[src/rtl/sat_vec_alu_pkg.sv]
// Shared types and helpers for the saturating vector ALU.
// Opcode encoding is fixed by the instruction decoder that drives this unit.
package sat_vec_alu_pkg;

    typedef enum logic [1:0] {
        OP_ADD = 2'b00,
        OP_SUB = 2'b01,
        OP_ACC = 2'b10,
        OP_CLR = 2'b11
    } op_e;

    // Helpers return 64-bit patterns; callers keep only their low w bits.
    localparam int MAX_W = 64;

    // Largest positive two's-complement value of a w-bit lane: 0111...1
    function automatic logic [MAX_W-1:0] sat_max(input int unsigned w);
        sat_max = (MAX_W'(1) << (w - 1)) - MAX_W'(1);
    endfunction

    // Most negative two's-complement value of a w-bit lane: 1000...0
    function automatic logic [MAX_W-1:0] sat_min(input int unsigned w);
        sat_min = MAX_W'(1) << (w - 1);
    endfunction

endpackage

[src/rtl/sat_lane.sv]
// One lane of the saturating ALU: purely combinational.
// The sum is formed in W+1 bits from sign-extended operands, so the two top
// bits disagreeing means the W-bit result overflowed; bit W gives the
// direction of the overflow.
module sat_lane
    import sat_vec_alu_pkg::*;
#(
    parameter int W = 8
) (
    input  logic [W-1:0] i_a,
    input  logic [W-1:0] i_b,
    input  logic [W-1:0] i_acc,
    input  op_e          i_op,
    output logic [W-1:0] o_s,
    output logic         o_ovf
);

    localparam logic [W-1:0] MAXV = W'(sat_max(W));
    localparam logic [W-1:0] MINV = W'(sat_min(W));

    logic [W-1:0] w_x;
    logic [W-1:0] w_y;
    logic         w_cin;
    logic [W:0]   w_r;
    logic         w_pos_ovf;
    logic         w_neg_ovf;

    // Select the effective operands and carry-in for the opcode
    always_comb begin
        w_x   = i_a;
        w_y   = i_b;
        w_cin = 1'b0;
        case (i_op)
            OP_SUB: begin
                w_y   = ~i_b;
                w_cin = 1'b1;
            end
            OP_ACC: begin
                w_x = i_acc;
                w_y = i_a;
            end
            default: begin
                w_x   = i_a;
                w_y   = i_b;
                w_cin = 1'b0;
            end
        endcase
    end

    assign w_r = {w_x[W-1], w_x} + {w_y[W-1], w_y} + {{W{1'b0}}, w_cin};

    assign w_pos_ovf = ~w_r[W] &  w_r[W-1];
    assign w_neg_ovf =  w_r[W] & ~w_r[W-1];

    // Clamp on overflow; CLR forces a clean zero regardless of operands
    always_comb begin
        o_s   = w_r[W-1:0];
        o_ovf = w_pos_ovf | w_neg_ovf;
        if (i_op == OP_CLR) begin
            o_s   = '0;
            o_ovf = 1'b0;
        end else if (w_pos_ovf) begin
            o_s = MAXV;
        end else if (w_neg_ovf) begin
            o_s = MINV;
        end
    end

endmodule

[src/rtl/sat_vec_alu.sv]
// LANES-wide saturating add/sub/accumulate unit with a 2-stage pipeline.
// Optional feature: define SATALU_OVF_COUNT_EN to add the ovf_count output
// (overflow-beat counter, saturating, cleared with clr_sticky).
//
// Handshake: a beat moves on a port when valid & ready are both high at the
// rising edge; valid never depends on ready; data is held while valid & ~ready.
// Stage 1 only registers operands. Stage 2 does the arithmetic and owns the
// accumulators, so back-to-back ACC beats chain without a bubble.
module sat_vec_alu
    import sat_vec_alu_pkg::*;
#(
    parameter int W     = 8,
    parameter int LANES = 4
`ifdef SATALU_OVF_COUNT_EN
    , parameter int CW  = 16
`endif
) (
    input  logic               clk,
    input  logic               rst_n,
    input  logic               in_valid,
    output logic               in_ready,
    input  logic [1:0]         op,
    input  logic [LANES*W-1:0] in_a,
    input  logic [LANES*W-1:0] in_b,
    output logic               out_valid,
    input  logic               out_ready,
    output logic [LANES*W-1:0] out_s,
    output logic [LANES-1:0]   out_ovf,
    output logic               sticky_ovf,
    input  logic               clr_sticky
`ifdef SATALU_OVF_COUNT_EN
    , output logic [CW-1:0]    ovf_count
`endif
);

    localparam int N = LANES * W;

    logic         r_s1_valid;
    op_e          r_s1_op;
    logic [N-1:0] r_s1_a;
    logic [N-1:0] r_s1_b;

    logic             r_s2_valid;
    logic [N-1:0]     r_out_s;
    logic [LANES-1:0] r_out_ovf;
    logic [N-1:0]     r_acc;
    logic             r_sticky;

    logic             w_s2_adv;
    logic             w_in_fire;
    logic [N-1:0]     w_s;
    logic [LANES-1:0] w_ovf;
    logic             w_ovf_evt;

    assign w_s2_adv  = r_s1_valid & (~r_s2_valid | out_ready);
    assign in_ready  = ~r_s1_valid | w_s2_adv;
    assign w_in_fire = in_valid & in_ready;
    assign w_ovf_evt = w_s2_adv & (|w_ovf);

    for (genvar g = 0; g < LANES; g++) begin : g_lane
        sat_lane #(.W(W)) u_lane (
            .i_a   (r_s1_a[g*W +: W]),
            .i_b   (r_s1_b[g*W +: W]),
            .i_acc (r_acc[g*W +: W]),
            .i_op  (r_s1_op),
            .o_s   (w_s[g*W +: W]),
            .o_ovf (w_ovf[g])
        );
    end

    // Stage 1: capture a beat on input transfer, empty when stage 2 takes it
    always_ff @(posedge clk or negedge rst_n) begin
        if (!rst_n) begin
            r_s1_valid <= 1'b0;
            r_s1_op    <= OP_ADD;
            r_s1_a     <= '0;
            r_s1_b     <= '0;
        end else if (w_in_fire) begin
            r_s1_valid <= 1'b1;
            r_s1_op    <= op_e'(op);
            r_s1_a     <= in_a;
            r_s1_b     <= in_b;
        end else if (w_s2_adv) begin
            r_s1_valid <= 1'b0;
        end
    end

    // Stage 2: register lane results and update accumulators for ACC/CLR
    always_ff @(posedge clk or negedge rst_n) begin
        if (!rst_n) begin
            r_s2_valid <= 1'b0;
            r_out_s    <= '0;
            r_out_ovf  <= '0;
            r_acc      <= '0;
        end else if (w_s2_adv) begin
            r_s2_valid <= 1'b1;
            r_out_s    <= w_s;
            r_out_ovf  <= w_ovf;
            if (r_s1_op == OP_ACC || r_s1_op == OP_CLR) begin
                r_acc <= w_s;
            end
        end else if (out_ready) begin
            r_s2_valid <= 1'b0;
        end
    end

    // Sticky overflow flag; a new overflow beat wins over a same-cycle clear
    always_ff @(posedge clk or negedge rst_n) begin
        if (!rst_n) begin
            r_sticky <= 1'b0;
        end else if (w_ovf_evt) begin
            r_sticky <= 1'b1;
        end else if (clr_sticky) begin
            r_sticky <= 1'b0;
        end
    end

`ifdef SATALU_OVF_COUNT_EN
    logic [CW-1:0] r_ovf_count;

    // Saturating overflow-beat counter; clear with a same-cycle event leaves 1
    always_ff @(posedge clk or negedge rst_n) begin
        if (!rst_n) begin
            r_ovf_count <= '0;
        end else if (clr_sticky) begin
            r_ovf_count <= {{(CW-1){1'b0}}, w_ovf_evt};
        end else if (w_ovf_evt && (r_ovf_count != {CW{1'b1}})) begin
            r_ovf_count <= r_ovf_count + CW'(1);
        end
    end

    assign ovf_count = r_ovf_count;
`endif

    assign out_valid  = r_s2_valid;
    assign out_s      = r_out_s;
    assign out_ovf    = r_out_ovf;
    assign sticky_ovf = r_sticky;

endmodule
[config.mk]
export PLATFORM = sky130hd
export DESIGN_NAME = sat_vec_alu
export DESIGN_NICKNAME = d
export VERILOG_FILES = /design/src/rtl/sat_vec_alu_pkg.sv /design/src/rtl/sat_lane.sv /design/src/rtl/sat_vec_alu.sv
export SDC_FILE = /design/constraint.sdc
export NUM_CORES = 1
export LEC_CHECK = 0
export ABC_AREA = 1
export BUFFER_PORTS_ARGS = -buffer_cell sky130_fd_sc_hd__buf_2
export CORE_MARGIN = 3
export CORE_UTILIZATION = 53
export CTS_CLUSTER_SIZE = 16
export DETAILED_ROUTE_END_ITERATION = 8
export HOLD_SLACK_MARGIN = 0.03
export PLACE_DENSITY = 0.77
export SYNTH_ARGS = -nofsm -noshare
export SYNTH_HDL_FRONTEND = slang
export SYNTH_HIERARCHICAL = 1
export SYNTH_SLANG_ARGS = --single-unit
[constraint.sdc]
create_clock -name clk -period 3.65 [get_ports clk]
set_input_delay 0.5475 -clock clk [delete_from_list [all_inputs] [get_ports clk]]
set_output_delay 0.5475 -clock clk [all_outputs]
set_load 0.005 [all_outputs]
Yosys cells after proc, flatten, opt, wreduce, memory -nomap -nowiden
Cells that the tools add are included.

word-level totals
  flip-flop bits (word level) = 137
  input bits = 71
  word-level logic and storage cells = 88

operators by class
  add/subtract/negate cells = 8
  equal/unequal tests = 3
  muxes and demuxes = 31
  bitwise gates (word level) = 31
  reductions and logical operators = 6

operators by type and width
  operator                                                               count
  8-bit two-way mux                                                      16
  8-bit one-hot mux with 2 select lines                                  4
  8-bit by 8-bit adder with 9-bit output                                 4
  9-bit by 1-bit adder with 9-bit output                                 4
  8-bit inverter                                                         4
  1-bit AND                                                              11
  1-bit two-way mux                                                      11
  1-bit inverter                                                         10
  1-bit OR                                                               6
  2-bit nonzero test                                                     3
  2-bit equality test, second input constant                             2
  4-bit OR reduction                                                     1
  2-bit by 1-bit equality test with 1-bit output, second input constant  1
  2-bit AND reduction                                                    1
  1-bit logical OR                                                       1

Logic depth before layout (Yosys ltp)
Gate-level depths: netlist of the first run.

  depth after elaboration = 11
  mapped depth = 26
  mapped depth without buffers = 24

Modules after synthesis
The synthesis of the first run kept the hierarchy.

modules (own cells, without submodules)
  module                            times used  cells an instance  area each (µm²)  sequential area each (µm²)
  sat_vec_alu                       1           597                5382.7           3428.3
  sat_lane at g_lane[0].u_lane ...  3           134                790.8            0.0
  sat_lane at g_lane[3].u_lane      1           133                790.8            0.0

Least setup slack after synthesis of the first run
Ideal clock, no wire load.

  path type = reg-to-reg
  start = register r_s1_op[0]
  end = register r_acc[2]
  arrival = 3.465 ns
  path slack = 0.118 ns
  cell stages (with the launch flop) = 22
  buffers on the path = 1
  period minus slack after synthesis = 3.532 ns
  path through = dfrtp_1 inv_1 ha_1 inv_1 clkbuf_1 o21ai_0 fa_1 fa_1 inv_1 nand2_1 nand2_1 nand3_2 nand2_1 nand2_1 nand2_1 nand2_2 ha_1 a21oi_1 o21ai_0 a21oi_1 nand4_1 nand2_1

on the way
  longest elaborated chain between the ends = 9
  elaborated cells between the ends (all ways) = 17

ends and longest elaborated chain
  what                                                                                   line                source
  from (decl)                                                                            sat_vec_alu.sv:39   op_e r_s1_op;
  from (signal assigned)                                                                 sat_vec_alu.sv:80   r_s1_op <= op_e'(op);
  2-bit equality test or 2-bit by 1-bit equality test with 1-bit output (tied branches)  sat_lane.sv:33      case (i_op)
  8-bit one-hot mux with 2 select lines or 8-bit two-way mux (tied branches)             sat_lane.sv:33
  8-bit by 8-bit adder with 9-bit output                                                 sat_lane.sv:50      assign w_r = {w_x[W-1], w_x} + {w_y[W-1], w_y} + {{W{1'b0}}, w_cin};
  9-bit by 1-bit adder with 9-bit output                                                 sat_lane.sv:50
  1-bit inverter                                                                         sat_lane.sv:53      assign w_neg_ovf = w_r[W] & ~w_r[W-1];
  1-bit AND                                                                              sat_lane.sv:53
  8-bit two-way mux                                                                      sat_lane.sv:64      end else if (w_neg_ovf) begin
  8-bit two-way mux                                                                      sat_lane.sv:62      end else if (w_pos_ovf) begin
  8-bit two-way mux (*)                                                                  sat_lane.sv:59      if (i_op == OP_CLR) begin
  named net w_s[2]                                                                       sat_vec_alu.sv:51   logic [N-1:0] w_s;
  to (signal assigned)                                                                   sat_vec_alu.sv:100  r_acc <= w_s;
  to (decl)                                                                              sat_vec_alu.sv:46   logic [N-1:0] r_acc;

Mark *: on every way through the listed nets, which the timed path passes. The rest lies on a longest branch.
A chain may end at the register's enable or synchronous reset.

Final worst setup path of the first run
  start = register r_s1_op[1]
  end = register r_out_s[10] (netlist: out_s[10])

on the way
  longest elaborated chain between the ends = 9
  elaborated cells between the ends (all ways) = 15

ends and longest elaborated chain
  what                                                                                   line               source
  2-bit equality test or 2-bit by 1-bit equality test with 1-bit output (tied branches)  sat_lane.sv:33
  8-bit one-hot mux with 2 select lines or 8-bit two-way mux (tied branches)             sat_lane.sv:33
  8-bit by 8-bit adder with 9-bit output                                                 sat_lane.sv:50
  9-bit by 1-bit adder with 9-bit output                                                 sat_lane.sv:50
  1-bit inverter                                                                         sat_lane.sv:53
  1-bit AND                                                                              sat_lane.sv:53
  8-bit two-way mux                                                                      sat_lane.sv:64
  8-bit two-way mux                                                                      sat_lane.sv:62
  8-bit two-way mux (*)                                                                  sat_lane.sv:59
  named net w_s[10]                                                                      sat_vec_alu.sv:51
  to (signal assigned)                                                                   sat_vec_alu.sv:97  r_out_s <= w_s;
  to (decl)                                                                              sat_vec_alu.sv:44  logic [N-1:0] r_out_s;

Marked as above.

==> flow_summary_export.csv, run 1 <==
group,metric,value,unit
cells_and_area,drive_gt1_share,21.9,%
synth,ys_seq_elements,137,
setup_path,start_kind,"flip-flop",
global_route,grt_pass1_vias,7643,
sta,maxSlewViolCount,0,
routing,drc,0,
clocking,cts_sinks,137,
sta,period_minus_slack,3.42,ns
synth,synth-seq-area-share,40.1,%
sta,finalSetupViolCount,0,
sta,tightest_slew,0.814,ns
setup_path,rr_worst_depth,23,
synth,synth_area,8550,um^2
placement,numPortBuffers,109,
cells_and_area,multi_input_area,4530,um^2
cells_and_area,fillers,1307,
routing,dr.first_iter.drc_count,611,
clocking,h-tree-depth,4,
setup_path,critical_path_arrival,3.79,ns
power,powerDensity,842,nW/um^2
cells_and_area,n_antenna_cell,0,
sta,hold_violations,0,
cells_and_area,layout.area.seq,3430,um^2
routing,routedWlPerCell,15.3,um
job,maxCapViolations,0,
power,p_leak,0.00559,uW
routing,finalWirelength,22.6,mm
routing,dr.pass1.iters,5,
setup_path,r2r_setup_slack,0.23,ns
setup_path,endpoint_kind,"flip-flop",
power,ir_worst_vdd,0.000410,V
clocking,cts_tree,"built",
synth,yosys_warnings,6,
floorplanning,start_util,55.2,%
global_route,antenna_found_initial,0,
floorplanning,rows,45,
outcome,status,"completed",
synth,synth_cells,1132,
cells_and_area,final_nets,1386,
floorplanning,die_h,133,um
global_route,grt_overflow_total,0,
floorplanning,dieArea,17700,um^2
sta,fin_tns_setup,0,ns
setup_path,path_max_fanout,15,
global_route,track_usage,26.2,%
synth,syn-mean-instance-area,7.55,um^2
routing,via_count,8008,
synth,dominantRegCellSynth,"dfrtp_1",
synth,async_reset_ff_share,100,%
floorplanning,coreArea,15500,um^2
floorplanning,io_pins,110,
synth,synth_cell_type_count,29,
floorplanning,dieWidth,133,um
global_route,grt_first_pass_wirelength,37.5,mm
sta,layout_setup_ws,0.226,ns
cells_and_area,area_delta_synth_final,20.6,%
clocking,path_clk_slew,0.06,ns
clocking,clockBufferDepth,2,
placement,pre_cts_slack,0.0420,ns
setup_path,critical_path_class,"reg -> reg",
sta,fmax,292,MHz
placement,place_hpwl,15.9,mm
clocking,cts_buffers,17,
placement,place.gp.congestion,0.979,
routing,antenna_left,0,
routing,viasPerCell,5.40,
clocking,cts_root_buf,"clkbuf_16",
synth,syn_nets,1259,
sta,period_share,93.8,%
setup_path,required,4.02,ns
cells_and_area,layout.cells.most_common,"nand2_1",
clocking,clk_latency,0.43,ns
sta,finClkSkew,0.00727,ns
sta,slew_headroom,45.7,%
cells_and_area,layout_common_cells,"414 x nand2_1, 136 x dfrtp_1, 108 x buf_2, 97 x nand3_1, 94 x inv_1",
power,power.total,8680,uW
global_route,grt_max_degree,91,
hold_path,min_path_type,"in -> async",
synth,synth_edf_count,0,
sta,hold_ws,0.197,ns
[report_power, final]
group	switching, uW	internal (uW)
clock	665	1170
combinational	2670	1860
sequential	317	2000
[cell usage after synthesis, drive strengths merged, types with 8 or more instances]
master / instances / area, um^2
a21oi: 46 / 234
buf: 30 / 171
clkbuf: 28 / 105
dfrtp: 137 / 3430
fa: 8 / 160
ha: 48 / 601
inv: 105 / 394
mux2: 25 / 282
nand2: 424 / 1600
nand3: 102 / 536
nand4: 40 / 250
nor2: 38 / 153
o211ai: 32 / 240
o21ai: 46 / 230
[state kept, by name, indices dropped and copies added (netlist names)]
| register | cells |
|---|---|
| out_s | 32 |
| r_acc | 32 |
| r_s1_a | 32 |
| r_s1_b | 32 |
| out_ovf | 4 |
| r_s1_op | 2 |
| out_valid | 1 |
| r_s1_valid | 1 |
| sticky_ovf | 1 |
[worst paths after layout]
kind,start,to
max,r_s1_op[1]$_DFFE_PN0P_,out_s[10]$_DFFE_PN0P_
min,rst_n,r_s1_a[29]$_DFFE_PN0P_
max reg2reg,r_s1_op[1]$_DFFE_PN0P_,out_s[10]$_DFFE_PN0P_
min reg2reg,r_acc[21]$_DFFE_PN0P_,r_acc[21]$_DFFE_PN0P_
max in group asynchronous,rst_n,out_s[14]$_DFFE_PN0P_
min in group clk,in_b[28],r_s1_b[28]$_DFFE_PN0P_
[per-stage QoR]
step | cells | area, um^2 | util, %
5_1_grt | 1482 | 10300 | 66.6
6_report | 1482 | 10300 | 66.6
4_1_cts | 1473 | 10100 | 65.3
2_1_floorplan | 1132 | 8550 | -
3_5_place_dp | 1442 | 9490 | 61.3
3_3_place_gp | 1442 | 9490 | 61.3
[per-layer routing]
layer	global-route usage, %	routed length, um
met4	8.49	552
met1	35.1	10100
met3	5.48	1180
met5	0	0
met2	42.6	10800
[logic make-up (layout without fill, tap and decap cells)]
kind of cell,after synthesis,count (layout),share of synthesized area (%)
AND/OR/NAND/NOR,616,616,30.7
adder cells (fa/ha/maj),56,56,8.90
buffers and inverters,167,306,8.02
AO/OA/AOI/OAI,128,128,8.59
multiplexers,28,28,3.65
flip-flops,137,137,40.1
[final cells by class]
| type | instances | area share (%) |
|---|---|---|
| Clock buffer | 19 | 4.40 |
| Clock inverter | 12 | 1.69 |
| Inverter | 109 | 3.97 |
| Multi-Input combinational cell | 828 | 44.0 |
| Sequential cell | 137 | 33.3 |
| Tap cell | 211 | 2.56 |
| Timing Repair Buffer | 166 | 10.1 |
[critical path, stage by stage (launching register included)]
cell      delay [ns]
dfrtp_1         0.41
buf_12          0.16
inv_1           0.05
ha_1            0.14
clkinv_1        0.08
o211ai_1        0.16
o21ai_1         0.12
fa_2            0.38
fa_1            0.36
inv_1           0.10
nand2_1         0.08
nand2_2         0.08
nand3_2         0.07
nand2_1         0.06
nand2_1         0.06
nand2_1         0.08
nand2_2         0.08
ha_4            0.18
a21oi_1         0.13
o21ai_0         0.14
a21oi_2         0.19
buf_4           0.13
nand2_1         0.05
nand2_1         0.06
[what timing repair did]
action / in CTS / in global routing
endpoints found under the setup margin: 0 / 57
hold buffers: 0 / 0
hold endpoints to repair: 0 / 0
buffers inserted: 0 / 8
gates resized for setup: 0 / 42
No activity file was read; power rests on OpenSTA's default activity.
==> inputs of run 2 (changes only) <==
Settings changed: CORE_ASPECT_RATIO set to 1.5.
==> run 2 against run 1 <==
  * Non-clock buffer count decreased by 21
  * Clock skew increased by 0.0044 ns
  * Register-to-register slack about the same
  * Sequential power barely moved
  * Combinational power shrank 7.5%
==> flow_summary_export.csv, run 2 (synthesis gave the netlist of run 1 again) <==
group,metric,value,unit
routing,via_count,7964,
sta,tightest_slew,0.994,ns
cells_and_area,area_delta_synth_final,16.9,%
job,maxCapViolations,0,
cells_and_area,layout_common_cells,"418 x nand2_1, 135 x dfrtp_1, 108 x buf_2, 97 x nand3_1, 96 x inv_1",
floorplanning,start_util,54.4,%
placement,numPortBuffers,109,
placement,place.gp.congestion,0.944,
hold_path,min_path_type,"in -> async",
clocking,cts_tree,"built",
placement,placed_area,9330,um^2
power,powerDensity,819,nW/um^2
floorplanning,io_pins,110,
floorplanning,coreArea,15700,um^2
outcome,status,"completed",
power,power_frac_comb,51.2,%
global_route,grt_max_degree,112,
setup_path,critical_path_class,"reg -> reg",
floorplanning,dieWidth,110,um
placement,dp_cells,1418,
clocking,path_clk_slew,0.07,ns
placement,place_hpwl,15.9,mm
clocking,h-tree-depth,4,
clocking,cts_sinks,137,
routing,dr.first_iter.drc_count,406,
power,power_frac_seq,28.4,%
routing,antenna_left,0,
floorplanning,dieArea,17700,um^2
sta,maxSlewViolCount,0,
sta,period_minus_slack,3.41,ns
power,p_clk_share,20.4,%
cells_and_area,layout.cells.most_common,"nand2_1",
sta,fmax,293,MHz
sta,slew_headroom,33.7,%
clocking,cts_buffers,17,
clocking,cts_root_buf,"clkbuf_16",
sta,hold_violations,0,
cells_and_area,final_nets,1365,
sta,layout_setup_ws,0.237,ns
global_route,grt_pass1_vias,7781,
routing,viasPerCell,5.48,
cells_and_area,stdcell_area,9990,um^2
floorplanning,rows,56,
setup_path,required,4.02,ns
cells_and_area,drive_gt1_share,19.9,%
sta,finClkSkew,0.0117,ns
setup_path,path_max_fanout,8,
power,ir_worst_vdd,0.000404,V
power,p_switching,3610,uW
routing,finalWirelength,22.4,mm
setup_path,start_kind,"flip-flop",
sta,period_share,93.5,%
routing,drc,0,
placement,pre_cts_slack,0.00165,ns
global_route,antenna_found_initial,0,
sta,finalSetupViolCount,0,
routing,dr.pass1.iters,5,
cells_and_area,fillers,1420,
power,p_leak,0.00544,uW
cells_and_area,instances_no_fill,1454,
global_route,track_usage,26.2,%
cells_and_area,n_antenna_cell,0,
setup_path,critical_path_arrival,3.78,ns
sta,rsz0062_at_grt,"yes",
power,p_int,4580,uW
floorplanning,die_h,162,um
global_route,grt_overflow_total,0,
power,switching_share,44.1,%
clocking,clockBufferDepth,2,
setup_path,endpoint_kind,"flip-flop",
routing,routedWlPerCell,15.4,um
global_route,grt_first_pass_wirelength,36.7,mm
clocking,clk_latency,0.44,ns
run 2: cell count changes in the layout (fill, tap and decap cells not counted), sizes merged:
cell      change
buf          -20
clkinvlp      +1
inv           +5
bufinv        -3
clkbuf        -3
run 2: path summary, 6_finish.rpt:
| check | depth (start not counted) | slack, ns | end | start |
|---|---|---|---|---|
| min in group clk | 3 | 0.34 | r_s1_b[4]$_DFFE_PN0P_ | in_b[4] |
| worst min-delay path | 1 | 0.27 | out_s[16]$_DFFE_PN0P_ | rst_n |
| worst max-delay path | 20 | 0.24 | r_acc[22]$_DFFE_PN0P_ | r_s1_op[1]$_DFFE_PN0P_ |
| worst max register to register | 20 | 0.24 | r_acc[22]$_DFFE_PN0P_ | r_s1_op[1]$_DFFE_PN0P_ |
| worst min register to register | 2 | 0.47 | r_acc[21]$_DFFE_PN0P_ | r_acc[21]$_DFFE_PN0P_ |
| max in group asynchronous | 2 | 2.42 | r_s1_op[1]$_DFFE_PN0P_ | rst_n |
run 2: critical path, stage by stage (launching register included):
cell and delay [ns]:
dfrtp_2 0.48, ha_1 0.29, inv_1 0.10, o211ai_1 0.11
o21ai_1 0.12, fa_2 0.39, fa_1 0.37, inv_1 0.09
nand2_1 0.05, nand2_1 0.11, nand3_2 0.08, nand2_1 0.06
nand2_1 0.07, nand2_1 0.08, nand2_2 0.06, ha_2 0.21
inv_1 0.14, nand3_1 0.12, a21oi_2 0.19, nand4_1 0.11
nand2_1 0.09
run 2: metal layers:
layer  vias to the layer above  GRT usage (%)  share of wire (%)
li1                       3909              -                  -
met3                        52           5.24                5.0
met2                       226           45.9                 52
met4                         0           10.6                2.6
met5                         -              0                  0
met1                      3777           30.9                 41
run 2: layout make-up:
type | count | area [um^2] | area share (%)
clock inverter | 15 | 143 | 1.43
clock buffer | 17 | 425 | 4.26
sequential | 137 | 3430 | 34.3
tap | 203 | 254 | 2.54
timing repair buffer | 145 | 838 | 8.39
inverter | 109 | 409 | 4.09
multi-input combinational | 828 | 4490 | 45.0
run 2: stage by stage:
stage	utilization (%)	hold slack [ns]	setup TNS [ns]	total power [uW]
after floorplan	-	0.252	0	5160
after global placement	59.4	0.451	0	6210
after detailed placement	59.4	0.457	0	6310
after CTS	63.1	0.302	0	8040
after global routing	63.7	0.331	-0.0523	8900
final	63.7	0.271	0	8190
run 2: power groups by stage:
stage / Sequential [uW] / Clock [uW] / Combinational, uW
2_1_floorplan: 2260 / 0 / 2900
4_1_cts: 2320 / 1690 / 4020
3_3_place_gp: 2340 / 0 / 3880
3_5_place_dp: 2340 / 0 / 3980
5_1_grt: 2380 / 1770 / 4750
6_report: 2320 / 1670 / 4190
run 2: what timing repair did:
item	4_1_cts	5_1_grt
cloned	0	0
hold buffers	0	0
buffers inserted	0	4
pin swaps	0	4
endpoints found under the setup margin	6	54
resized for setup	2	28
hold endpoints to repair	0	0
